File: config.mk
export PLATFORM = sky130hd
export DESIGN_NAME = hpc3_rand_gen_flat
export DESIGN_NICKNAME = d
export VERILOG_FILES = /design/src/rtl/hpc3_rand_gen_if.sv /design/src/rtl/hpc3_rand_gen.sv /design/src/flat_wrapper.sv
export SDC_FILE = /design/constraint.sdc
export NUM_CORES = 1
export LEC_CHECK = 0
export CAP_MARGIN = 20
export CORE_UTILIZATION = 54
export CTS_CLUSTER_DIAMETER = 200
export DETAILED_ROUTE_END_ITERATION = 10
export GPL_ROUTABILITY_DRIVEN = 0
export HOLD_SLACK_MARGIN = 0.02
export PLACE_DENSITY = 0.9
export SYNTH_ARGS = -nofsm -noshare
export SYNTH_HDL_FRONTEND = slang
export SYNTH_SLANG_ARGS = --single-unit
File: constraint.sdc
create_clock -name in_clock -period 2.2 [get_ports in_clock]
set_input_delay 0.44 -clock in_clock [delete_from_list [all_inputs] [get_ports in_clock]]
set_output_delay 0.44 -clock in_clock [all_outputs]
set_load 0.1 [all_outputs]
File: src/rtl/hpc3_rand_gen_if.sv
// Randomness bundle between the HPC3 generator and its consuming multiplier.
// The master side is the generator; the slave side is the multiplier.
interface hpc3_rand_gen_if #(
  parameter int RW = 2
);
  logic [63:0]   in_seed;
  logic          in_seed_valid;
  logic          out_seed_ready;
  logic [RW-1:0] out_r;
  logic [RW-1:0] out_p;
  logic          out_valid;
  logic          in_ready;
  logic          out_reseed_req;

  modport master (
    input  in_seed, in_seed_valid, in_ready,
    output out_seed_ready, out_r, out_p, out_valid, out_reseed_req
  );

  modport slave (
    output in_seed, in_seed_valid, in_ready,
    input  out_seed_ready, out_r, out_p, out_valid, out_reseed_req
  );
endinterface

File: src/rtl/hpc3_rand_gen.sv
// Seeded 64-bit LFSR feeding fresh r/p words to an HPC3 multiplier.
// Warms up after every seed and asks for a new seed after a word budget.
module hpc3_rand_gen #(
    parameter int NUM_SHARES    = 2,
    parameter int BIT_WIDTH     = 2,
    parameter int WARMUP_CYCLES = 16,
    parameter int RESEED_LIMIT  = 1024
) (
    input logic            in_clock,
    input logic            in_reset,
    hpc3_rand_gen_if.master bus
);

    function automatic int num_quad(int n);
        return n * (n - 1) / 2;
    endfunction

    localparam int NQ = num_quad(NUM_SHARES);
    localparam int RW = NQ * BIT_WIDTH;
    localparam int OW = 2 * RW;

    localparam logic [7:0]  WARM_LAST = 8'(WARMUP_CYCLES - 1);
    localparam logic [20:0] WORD_LAST = 21'(RESEED_LIMIT - 1);

    generate
        if (OW > 64 || OW < 2) begin : g_bad_width
            $error("hpc3_rand_gen: OW must be in 2..64");
        end
        if (WARMUP_CYCLES < 1 || WARMUP_CYCLES > 255) begin : g_bad_warm
            $error("hpc3_rand_gen: WARMUP_CYCLES out of range");
        end
        if (RESEED_LIMIT < 1 || RESEED_LIMIT > (1 << 20)) begin : g_bad_lim
            $error("hpc3_rand_gen: RESEED_LIMIT out of range");
        end
    endgenerate

    typedef enum logic [1:0] {IDLE, WARMUP, RUN} state_t;

    function automatic logic [63:0] advance(logic [63:0] s);
        logic [63:0] t;
        t = s;
        for (int i = 0; i < OW; i++) begin
            t = {t[62:0], t[63] ^ t[62] ^ t[60] ^ t[59]};
        end
        return t;
    endfunction

    state_t      state_q, state_d;
    logic [63:0] lfsr_q;
    logic [63:0] lfsr_nx;
    logic [7:0]  warm_q;
    logic [20:0] words_q;
    logic        reseed_q;
    logic        seed_ld;
    logic        hs;
    logic        warm_done;
    logic        last_wd;
    logic        run;

    assign lfsr_nx   = advance(lfsr_q);
    assign run       = (state_q == RUN);
    assign seed_ld   = bus.in_seed_valid && (state_q != WARMUP);
    assign hs        = run && bus.in_ready;
    assign warm_done = (warm_q == WARM_LAST);
    assign last_wd   = (words_q == WORD_LAST);

    always_ff @(posedge in_clock or negedge in_reset) begin
        if (!in_reset) state_q <= IDLE;
        else           state_q <= state_d;
    end

    always_comb begin
        state_d = state_q;
        unique case (state_q)
            IDLE:    if (bus.in_seed_valid) state_d = WARMUP;
            WARMUP:  if (warm_done) state_d = RUN;
            RUN: begin
                if (bus.in_seed_valid)   state_d = WARMUP;
                else if (hs && last_wd)  state_d = IDLE;
            end
            default: state_d = IDLE;
        endcase
    end

    // A reseed overrides a simultaneous handshake: reload, no advance.
    always_ff @(posedge in_clock or negedge in_reset) begin
        if (!in_reset) begin
            lfsr_q   <= 64'h1;
            warm_q   <= '0;
            words_q  <= '0;
            reseed_q <= 1'b0;
        end else if (seed_ld) begin
            lfsr_q   <= (bus.in_seed == 64'h0) ? 64'h1 : bus.in_seed;
            warm_q   <= '0;
            words_q  <= '0;
            reseed_q <= 1'b0;
        end else if (state_q == WARMUP) begin
            lfsr_q <= lfsr_nx;
            warm_q <= warm_q + 8'd1;
        end else if (hs) begin
            lfsr_q  <= lfsr_nx;
            words_q <= words_q + 21'd1;
            if (last_wd) reseed_q <= 1'b1;
        end
    end

    // Words are masked outside RUN so warmup state never leaks out.
    always_comb begin
        bus.out_valid      = run;
        bus.out_seed_ready = (state_q != WARMUP);
        bus.out_reseed_req = reseed_q;
        bus.out_r          = '0;
        bus.out_p          = '0;
        if (run) begin
            bus.out_r = lfsr_q[RW-1:0];
            bus.out_p = lfsr_q[OW-1:RW];
        end
    end

endmodule

File: src/flat_wrapper.sv
// flat-port wrapper written by rule: the top's interface ports become plain ports
module hpc3_rand_gen_flat 
#(
    parameter int NUM_SHARES    = 2,
    parameter int BIT_WIDTH     = 2,
    parameter int WARMUP_CYCLES = 16,
    parameter int RESEED_LIMIT  = 1024
)
  (in_clock, in_reset, bus_in_seed, bus_in_seed_valid, bus_in_ready, bus_out_seed_ready, bus_out_r, bus_out_p, bus_out_valid, bus_out_reseed_req);
  hpc3_rand_gen_if #(.RW((2))) bus_i ();
  input logic in_clock;
  input logic in_reset;
  input wire logic [$bits(bus_i.in_seed)-1:0] bus_in_seed;
  input wire logic [$bits(bus_i.in_seed_valid)-1:0] bus_in_seed_valid;
  input wire logic [$bits(bus_i.in_ready)-1:0] bus_in_ready;
  output wire logic [$bits(bus_i.out_seed_ready)-1:0] bus_out_seed_ready;
  output wire logic [$bits(bus_i.out_r)-1:0] bus_out_r;
  output wire logic [$bits(bus_i.out_p)-1:0] bus_out_p;
  output wire logic [$bits(bus_i.out_valid)-1:0] bus_out_valid;
  output wire logic [$bits(bus_i.out_reseed_req)-1:0] bus_out_reseed_req;
  assign bus_i.in_seed = bus_in_seed;
  assign bus_i.in_seed_valid = bus_in_seed_valid;
  assign bus_i.in_ready = bus_in_ready;
  assign bus_out_seed_ready = bus_i.out_seed_ready;
  assign bus_out_r = bus_i.out_r;
  assign bus_out_p = bus_i.out_p;
  assign bus_out_valid = bus_i.out_valid;
  assign bus_out_reseed_req = bus_i.out_reseed_req;
  hpc3_rand_gen #(.NUM_SHARES(NUM_SHARES), .BIT_WIDTH(BIT_WIDTH), .WARMUP_CYCLES(WARMUP_CYCLES), .RESEED_LIMIT(RESEED_LIMIT)) u_core (.in_clock(in_clock), .in_reset(in_reset), .bus(bus_i));
endmodule
Word level (Yosys, flattened, before mapping) --
Cells that the tools add are included.
Cells by class: add/sub/neg operators 2, equality and inequality tests 9, muxes and demuxes 20, bitwise operators 12, reductions and logical operators 12
Operator list (number):
- $mux 64 | 4
- $logic_not 64->1 | 1
- $mux 21 | 3
- $add 21x1->21 const B | 1
- $eq 21x10->1 const B | 1
- $mux 8 | 2
- $mux 2 | 6
- $xor 1x1->1 | 12
- $add 8x1->8 const B | 1
- $eq 8x4->1 const B | 1
- $ne 2x1->1 const B | 3
- $pmux 2 s3 | 1
- $reduce_and 3->1 | 2
- $reduce_bool 2->1 | 3
- $mux 1 | 4
- $logic_and 1x1->1 | 3
- $ne 3x3->1 const B | 1
- $reduce_bool 3->1 | 1
- $eq 2x1->1 const B | 1
- $eq 2x2->1 const B | 1
- $logic_not 2->1 | 1
- $ne 2x2->1 const B | 1
- $reduce_and 2->1 | 1
Word-level totals: register bits after elaboration 96, bits of input ports 68, word-level logic and storage cells 60

Depth between registers and ports, before layout --
word-level depth 6, gate-level depth with buffers 8, depth with buffers taken out 5

Least setup slack after synthesis --
OpenSTA, ideal clock, no wires.
path type reg-to-output, from register u_core.state_q[1], to output bus_out_r[0], data arrival time 2.013 ns, data required time 1.760 ns, path slack -0.253 ns, stages on the path, launching flop included 3, cells stage by stage dfrtp_1 or2b_2 nor2_1
Between the ends: longest elaborated chain between the ends 2
Ends and longest elaborated chain:
- start, declared | line hpc3_rand_gen.sv:48 | state_t state_q, state_d;
- start signal, assigned | line hpc3_rand_gen.sv:69 | else state_q <= state_d;
- $eq 2x2->1 | line hpc3_rand_gen.sv:61 | assign run = (state_q == RUN);
- $mux 2 | line hpc3_rand_gen.sv:114 | if (run) begin
- end, declared | line flat_wrapper.sv:17 | output wire logic [$bits(bus_i.out_r)-1:0] bus_out_r;
Every way passes these cells.

Worst setup path in the final report --
from input bus_in_seed[0], to register u_core.lfsr_q[0]
Between the ends: longest elaborated chain between the ends 3
Ends and longest elaborated chain:
- start, declared | line flat_wrapper.sv:13 | input wire logic [$bits(bus_i.in_seed)-1:0] bus_in_seed;
- $logic_not 64->1 | line hpc3_rand_gen.sv:93 | lfsr_q <= (bus.in_seed == 64'h0) ? 64'h1 : bus.in_seed;
- $mux 64 (*) | line hpc3_rand_gen.sv:93
- $mux 64 (*) | line hpc3_rand_gen.sv:92 | end else if (seed_ld) begin
- end signal, assigned | line hpc3_rand_gen.sv:93
- end signal, assigned | line hpc3_rand_gen.sv:98 | lfsr_q <= lfsr_nx;
- end signal, assigned | line hpc3_rand_gen.sv:101 | lfsr_q <= lfsr_nx;
- end, declared | line hpc3_rand_gen.sv:49 | logic [63:0] lfsr_q;
Mark *: on every way between the ends. The rest lies on a longest branch, timed or not. A chain may end at the register's enable or synchronous reset.

==> results.txt <==
Outcome - completed
Die height - 97.2 µm
Synth area leaders - dfrtp_1, mux2i_1, o21ai_0
Mapped cell area - 4890 µm²
Clk_skew - 0.00820 ns
Shortest period the worst path allows - 2.11 ns
Slew margin rel. - 0.519
Pins Over Slew Limit - 0
Count of different cell masters after synthesis - 46
Clock Latency Late Sink - 0.36 ns
Placed cell area - 5990 µm²
Area leader, netlist - dfrtp_1
Wire length per cell - 17.5 µm
WL final - 12300 µm
Syn_area_per_cell - 9.84 µm²
Pin slew with the least headroom to its limit - 0.712 ns
Largest stage delay, worst path - 0.53 ns
R2r setup slk - 0.17 ns
Initial drt markers - 287
Mapped Cells - 497
LEAKAGE - 2.71 nW
Slowest CP cell - or4_1
Vias in the first global route - 4396
Most frequent cells in the layout - dfrtp_1, nand2_1, o21ai_0
Net count, final - 658
CP Buf/Inv Count - 2
PortBufs - 74
Mapped Nets - 567
Reg power frac - 0.521
Fmax achieved - 473 MHz
Int Pwr - 0.00279 W
Pin count of the biggest net entering global routing - 65
# Max-Cap Violations - 0
Die area - 9440 µm²
DRC - 0
Setup-failing EPs final - 0
Yosys warnings - 0
Net Switching - 0.000891 W
Crit-path cells - clkdlybuf4s50_1, nor4_1, buf_4, nand4_1, or4_1, a221oi_2
Crit Path Category - in2reg
Non-filler cells, final - 701
Crit path max-delay family - simple AND/OR/NAND/NOR gates
TNS Setup - 0 ns
Core area - 8760 µm²
Total track usage - 0.274
Clock Sinks - 96
DR pass1 iterations - 5
Worst setup SP type - input port
DP Cell Count - 684
Clock power share - 0.345
CTS tree - built
Worst Path Max Fanout - 2
GRT Residual Overflow - 0
Post-synth EDFFs - 0
Worst IR Drop VDD - 415 µV
Layout area overhead - 27.7%
Required @ worst endpoint - 2.46 ns
Clk root buf - clkbuf_8
Post-DRT Antenna Nets - 0
Share of layout cells above drive strength 1 - 0.126
First-pass GRT wire length - 20600 µm
DR vias/cell - 6.12
Register area share after synthesis - 0.491
Commonest non-fill, non-tap cell in the layout - dfrtp_1
H-tree depth - 3
PwrDens - 588 nW/µm²
Worst path arrival time - 2.37 ns
Setup bufs post-CTS - 0
Starting Density - 0.558
Ys async rst share - 1.00
Setup crit end kind - flip-flop
Die Wd - 97.2 µm
Row cnt - 34
Final hold viol count - 0
Final Cell Area - 6250 µm²
RSZ-0062 raised after global routing - no
#FFs+latches synth - 96
Hold crit path type - reg2reg
Via count - 4290
Main flop type after synthesis - dfrtp_1
Period utilization - 0.961
Sw frac - 0.242
I/O pin total - 75
Combinational fraction of design power - 0.134
Clock buffer depth - 2
Clock-pin slew on the worst setup and hold paths - 0.08 ns
Top cell type's share of synthesized area - 0.486
DP Wirelength - 8920 µm
Number of antenna diodes - 0
TritonCTS Buffers - 9
Initial antenna violation count - 0
path summary, 6_finish.rpt:
path / start / to / cells after the start
max: bus_in_seed[0] / u_core.lfsr_q[0] / 6
max reg2reg: u_core.state_q[1] / u_core.lfsr_q[0] / 6
min in group asynchronous: in_reset / u_core.words_q[19] / 2
max in group asynchronous: in_reset / u_core.lfsr_q[37] / 3
min reg2reg: u_core.lfsr_q[15] / u_core.lfsr_q[15] / 2
min: u_core.lfsr_q[15] / u_core.lfsr_q[15] / 2
what timing repair did:
action / CTS / global route
hold buffers: 1 / 0
endpoints found under the hold margin: 24 / 0
setup endpoints to repair: 1 / 4
resized for setup: 1 / 5
layout make-up:
cell class,instances,area (µm²)
clock buffers,13,149
clock inverters,3,65.1
fillers,651,2510
inverters,7,26.3
multi-input cells,366,2340
flip-flops and latches,96,2400
well taps,108,135
repair buffers,108,1130
power groups by stage:
stage	clock [W]	sequential, W	combinational (W)
2_1_floorplan	0	0.00193	0.000220
3_3_place_gp	0	0.00195	0.000465
3_5_place_dp	0	0.00195	0.000485
4_1_cts	0.00128	0.00192	0.000490
5_1_grt	0.00134	0.00193	0.000541
6_report	0.00127	0.00192	0.000491
flip-flops by register name, summed over array words and instances (netlist names):
| name | count |
|---|---|
| u_core.state_q | 2 |
| u_core.words_q | 21 |
| u_core.lfsr_q | 64 |
| u_core.warm_q | 8 |
| u_core.bus.out_reseed_req | 1 |
cells in the mapped netlist (8+ instances only):
master and number:
a21oi_1 17, buf_4 12, dfrtp_1 95, mux2i_1 63
nand2_1 84, nand3_1 14, nand4_1 9, nor2_1 12
nor4_1 19, o21ai_0 77, o31ai_1 8, or4_1 9
per-layer routing:
layer,routed length [µm],track usage
met5,0,0
met4,390,0.122
met3,617,0.0496
met2,6380,0.481
met1,4860,0.328
worst register-to-register path: stages (launching register included):
cell and delay [ns]:
dfrtp_2 0.46, nor2b_1 0.29, buf_4 0.22, nor2_1 0.08, buf_4 0.14, nor4b_1 0.63, a221oi_2 0.10
metrics by stage:
stage / hold WS [ns] / total power, W / worst slack, ns / utilization
floorplan: 0.144 / 0.00215 / 0.0270 / -
global placement: 0.379 / 0.00241 / -0.190 / 0.684
detailed placement: 0.386 / 0.00244 / -0.263 / 0.684
CTS: 0.490 / 0.00369 / 0.0203 / 0.710
global route: 0.514 / 0.00382 / 0.0284 / 0.713
finish: 0.487 / 0.00368 / 0.0862 / 0.713
logic make-up after synthesis:
kind of cell | after synthesis | share of synthesized area
buf+inv | 35 | 0.0394
mux | 64 | 0.131
simple gates | 173 | 0.179
compound gates | 114 | 0.131
fa+ha+maj | 2 | 0.00511
xor+xnor | 13 | 0.0233
flops | 96 | 0.491
No activity file was read; power rests on OpenSTA's default activity.
